--- src/rtl/lfsr_pkg.sv ---
// ----------------------------------------------------------------------------
// lfsr_pkg
// Definitions shared by the LFSR sequence checker and its generator
// counterpart.
//   state_e       : checker synchronisation state (fill, verify, locked)
//   LFSR_N/TAP_*  : default polynomial x^20 + x^19 + x^2 + 1
//   lfsr_predict  : next-bit prediction from a history vector (newest bit
//                   at index 0), valid for any N up to LFSR_MAX_N
// ----------------------------------------------------------------------------
package lfsr_pkg;

    typedef enum logic [1:0] {
        ST_FILL   = 2'd0,
        ST_VERIFY = 2'd1,
        ST_LOCKED = 2'd2
    } state_e;

    localparam int LFSR_N     = 20;
    localparam int LFSR_TAP_A = 2;
    localparam int LFSR_TAP_B = 19;
    localparam int LFSR_MAX_N = 64;

    // s(t) = s(t-(n-tap_b)) ^ s(t-(n-tap_a)) ^ s(t-n). Shifting rather than
    // indexing keeps the selects width-clean for any integer tap value.
    function automatic logic lfsr_predict(input logic [LFSR_MAX_N-1:0] h,
                                          input int n,
                                          input int tap_a,
                                          input int tap_b);
        logic [LFSR_MAX_N-1:0] s_b;
        logic [LFSR_MAX_N-1:0] s_a;
        logic [LFSR_MAX_N-1:0] s_n;
        s_b = h >> (n - tap_b - 1);
        s_a = h >> (n - tap_a - 1);
        s_n = h >> (n - 1);
        return s_b[0] ^ s_a[0] ^ s_n[0];
    endfunction

endpackage

--- src/rtl/lfsr_history.sv ---
// ----------------------------------------------------------------------------
// lfsr_history
// N-bit history shift register of the sequence checker, newest bit at h[0].
//   clk, r       : clock, synchronous active-high reset (history cleared)
//   shift_i      : shift one bit in on this edge
//   sel_pred_i   : 1 = shift in the own prediction (flywheel), 0 = din_i
//   din_i        : received bit
//   pred_o       : predicted next bit from the current history
//   zero_o       : history is all zeros
// ----------------------------------------------------------------------------
module lfsr_history
    import lfsr_pkg::*;
#(
    parameter int N     = LFSR_N,
    parameter int TAP_A = LFSR_TAP_A,
    parameter int TAP_B = LFSR_TAP_B
) (
    input  logic clk,
    input  logic r,
    input  logic shift_i,
    input  logic sel_pred_i,
    input  logic din_i,
    output logic pred_o,
    output logic zero_o
);

    logic [N-1:0] h_q;
    logic [N-1:0] h_d;
    logic         bit_in;

    always_comb begin
        bit_in = sel_pred_i ? pred_o : din_i;
        h_d    = h_q;
        if (shift_i) begin
            h_d = {h_q[N-2:0], bit_in};
        end
    end

    always_ff @(posedge clk) begin
        if (r) begin
            h_q <= '0;
        end else begin
            h_q <= h_d;
        end
    end

    assign pred_o = lfsr_predict(LFSR_MAX_N'(h_q), N, TAP_A, TAP_B);
    assign zero_o = (h_q == '0);

endmodule

--- config.mk ---
export PLATFORM = sky130hd
export DESIGN_NAME = lfsr_history
export DESIGN_NICKNAME = d
export VERILOG_FILES = /design/src/rtl/lfsr_pkg.sv /design/src/rtl/lfsr_history.sv
export SDC_FILE = /design/constraint.sdc
export NUM_CORES = 1
export LEC_CHECK = 0
export CORE_MARGIN = 2
export CORE_UTILIZATION = 41
export CTS_CLUSTER_DIAMETER = 50
export DETAILED_ROUTE_END_ITERATION = 10
export GPL_TIMING_DRIVEN = 0
export MAX_ROUTING_LAYER = met4
export PLACE_DENSITY_LB_ADDON = 0.2
export SLEW_MARGIN = 0
export SYNTH_ARGS = -nofsm -noshare
export SYNTH_HDL_FRONTEND = slang
export SYNTH_SLANG_ARGS = --single-unit
export TNS_END_PERCENT = 20
--- constraint.sdc ---
create_clock -name clk -period 2.05 [get_ports clk]
set_clock_uncertainty 0.2 [all_clocks]
set_input_delay 0.205 -clock clk [delete_from_list [all_inputs] [get_ports clk]]
set_output_delay 0.205 -clock clk [all_outputs]
set_load 0.05 [all_outputs]
==> impl_metrics.csv, run 1 <==
group,metric,value,unit
cells_and_area,area_growth,14.4,%
critical_path,crit_buf_inv,1,
floorplan,start_util,44.4,%
placed_design,place_congestion,0.688,
timing,relSlewSlack,67.5,%
critical_path,cp-start-kind,"register",
grt,track_usage,12.7,%
clock_network,cts_buffer_depth,2,
detailed_routing,vias,518,
clock_network,cts_hold_buf,0,
critical_path,crit_type,"reg -> out",
yosys,synthSimpleGateAreaFrac,15.3,%
cells_and_area,layout-drive-gt1-share,10.8,%
detailed_routing,drt_wl_total,1.16,mm
yosys,syn-instance-count,74,
cells_and_area,n_fill_cell,161,
floorplan,die_width,47.5,µm
power_and_ir_drop,ir_drop,0.461,mV
power_and_ir_drop,power.leakage,0.396,nW
yosys,synth_fa_ha_area_share,0,%
timing,rsz0062_at_grt,"false",
cells_and_area,largest_reg_flops,20,
timing,period_minus_slack,1.96,ns
yosys,muxShareOfSynthArea,25.8,%
cells_and_area,fin_area,886,µm²
yosys,syn_area,774,µm²
yosys,synth-xor-area-share,3.23,%
detailed_routing,drtAntennaViolNets,0,
cells_and_area,antenna_cells,0,
timing,max_freq,0.509,GHz
floorplan,core,1750,µm²
yosys,yosysSeqAreaShare,51.7,%
cells_and_area,layout_common_cells,"nor2_1, mux2i_1, dfxtp_1",
timing,setup_viol,0,
yosys,synth_compound_area_share,1.62,%
clock_network,cts_inserted_buffers,3,
grt,gr-total-overflow,0,
grt,antenna_found_initial,0,
floorplan,num_rows,15,
yosys,syn_nets,79,
detailed_routing,drtPass1Iterations,4,
critical_path,cpMaxStageDelayCell,"dlygate4sd2_1",
yosys,yosys_warnings,0,
min_path,worstHoldPathType,"in -> reg",
grt,grt_pass1_vias,435,
clock_network,h-tree-depth,1,
detailed_routing,drc_errors,0,
detailed_routing,initialDrtViolationCount,2,
detailed_routing,viasPerCell,4.80,
timing,slew_violations,0,
clock_network,cts_tree,"built",
clock_network,clock-sinks,20,
timing,tightest_slew,0.489,ns
critical_path,arrival,1.56,ns
critical_path,worstPathRequired,1.64,ns
yosys,synth_area_per_cell,10.5,µm²
placed_design,placed_area,856,µm²
floorplan,ios,7,
clock_network,path_clk_slew,0.11,ns
power_and_ir_drop,p_per_area,761,nW/µm²
timing,period_share,95.8,%
cells_and_area,final_util,50.8,%
cells_and_area,mostFrequentLayoutCell,"nor2_1",
clock_network,root_buffer,"clkbuf_4",
placed_design,hpwl,862,µm
yosys,synth_top_family_by_area,"multiplexers",
cells_and_area,top_regs,"h_q (20)",
yosys,ys_ff_latch,20,
floorplan,die_y,47.5,µm
detailed_routing,wl_per_cell,10.8,µm
floorplan,die-area,2250,µm²
cells_and_area,layout.nets,89,
placed_design,portBuffers,5,
critical_path,crit_fanout,3,
yosys,synth_cell_type_count,10,
grt,grt_start_max_net_pins,12,
cells_and_area,regMostFlops,"h_q",
critical_path,crit_path_max_incr_delay,0.53,ns
outcome,status,"finished clean",
critical_path,crit_chain,"xor3_2 -> dlygate4sd2_1",
critical_path,crit_family,"buffers and inverters",
clock_network,clkLatencyLatePin,0.29,ns
grt,grt_pass1_wl,1.91,mm
run,maxCapViolCount,0,
critical_path,critPathCaptureType,"output pin",
timing,hold_viol,0,
==> path summary, 6_finish.rpt <==
path	startpoint	cells after the start	endpoint	slack, ns
worst max-delay path	h_q[19]	2	pred_o	0.09
worst min-delay path	r	2	h_q[6]	0.08
worst max register to register	h_q[19]	3	h_q[0]	0.65
worst min register to register	h_q[6]	2	h_q[6]	0.33
==> cell type report <==
type | instances | area (µm²) | area share (%)
flip-flops and latches | 20 | 400 | 45.2
multi-input cells | 50 | 357 | 40.3
repair buffers | 5 | 43.8 | 4.94
clock buffers | 4 | 36.3 | 4.10
well taps | 25 | 31.3 | 3.53
plain buffers | 4 | 17.5 | 1.98
==> through the flow <==
stage	TNS [ns]	setup WS, ns	total power, mW	cells	hold slack, ns
after floorplan	0	0.324	0.447	74	0.218
after global placement	-0.0487	-0.0487	0.466	104	0.302
after detailed placement	-0.0463	-0.0463	0.466	104	0.312
after CTS	0	0.0409	0.681	108	0.0753
after global routing	0	0.0252	0.704	108	0.0997
final	0	0.0862	0.674	108	0.0789
==> per-layer routing <==
metal / global-route usage, % / part of all wire (%) / vias up
li1: - / - / 274
met1: 16.5 / 48 / 238
met2: 19.7 / 48 / 4
met3: 2.26 / 2.1 / 2
met4: 5.00 / 1.1 / 0
met5: - / 0 / -
==> logic make-up (layout without fill, tap and decap cells) <==
logic type | after synthesis | count (layout)
multiplexers | 20 | 20
AND/OR/NAND/NOR | 28 | 28
flip-flops | 20 | 20
XOR/XNOR | 1 | 1
AO/OA/AOI/OAI | 1 | 1
buffers and inverters | 4 | 13
==> repair_timing <==
| action | CTS | global route |
|---|---|---|
| gates resized for setup | 4 | 2 |
| buffers inserted | 0 | 0 |
| gates cloned | 0 | 0 |
| setup endpoints to repair | 2 | 1 |
==> cells in the mapped netlist <==
master    number  area share (%)
dfxtp_1       20              52
xor3_2         1             3.2
nor4_1         5             4.0
mux2i_1       20              26
buf_2          2             1.3
nand3_1        1            0.65
nand2_1        1            0.48
clkbuf_1       2            0.97
nor2_1        21              10
a211oi_2       1             1.6
==> where the power goes <==
group / total [mW] / internal [mW] / switching (mW)
Clock: 0.221 / 0.108 / 0.113
Combinational: 0.0596 / 0.0236 / 0.0359
Sequential: 0.394 / 0.391 / 0.00264
(Power assumes the default switching activity.)
==> run 2, diff against run 1 <==
--- a/config.mk
+++ b/config.mk
@@ -7,7 +7,7 @@
 export LEC_CHECK = 0
 export CORE_MARGIN = 2
 export CORE_UTILIZATION = 41
-export CTS_CLUSTER_DIAMETER = 50
+export CTS_CLUSTER_DIAMETER = 30
 export DETAILED_ROUTE_END_ITERATION = 10
 export GPL_TIMING_DRIVEN = 0
 export MAX_ROUTING_LAYER = met4
==> results of run 2 <==
No change in the layout: final DEF, timing and power equal those of run 1.
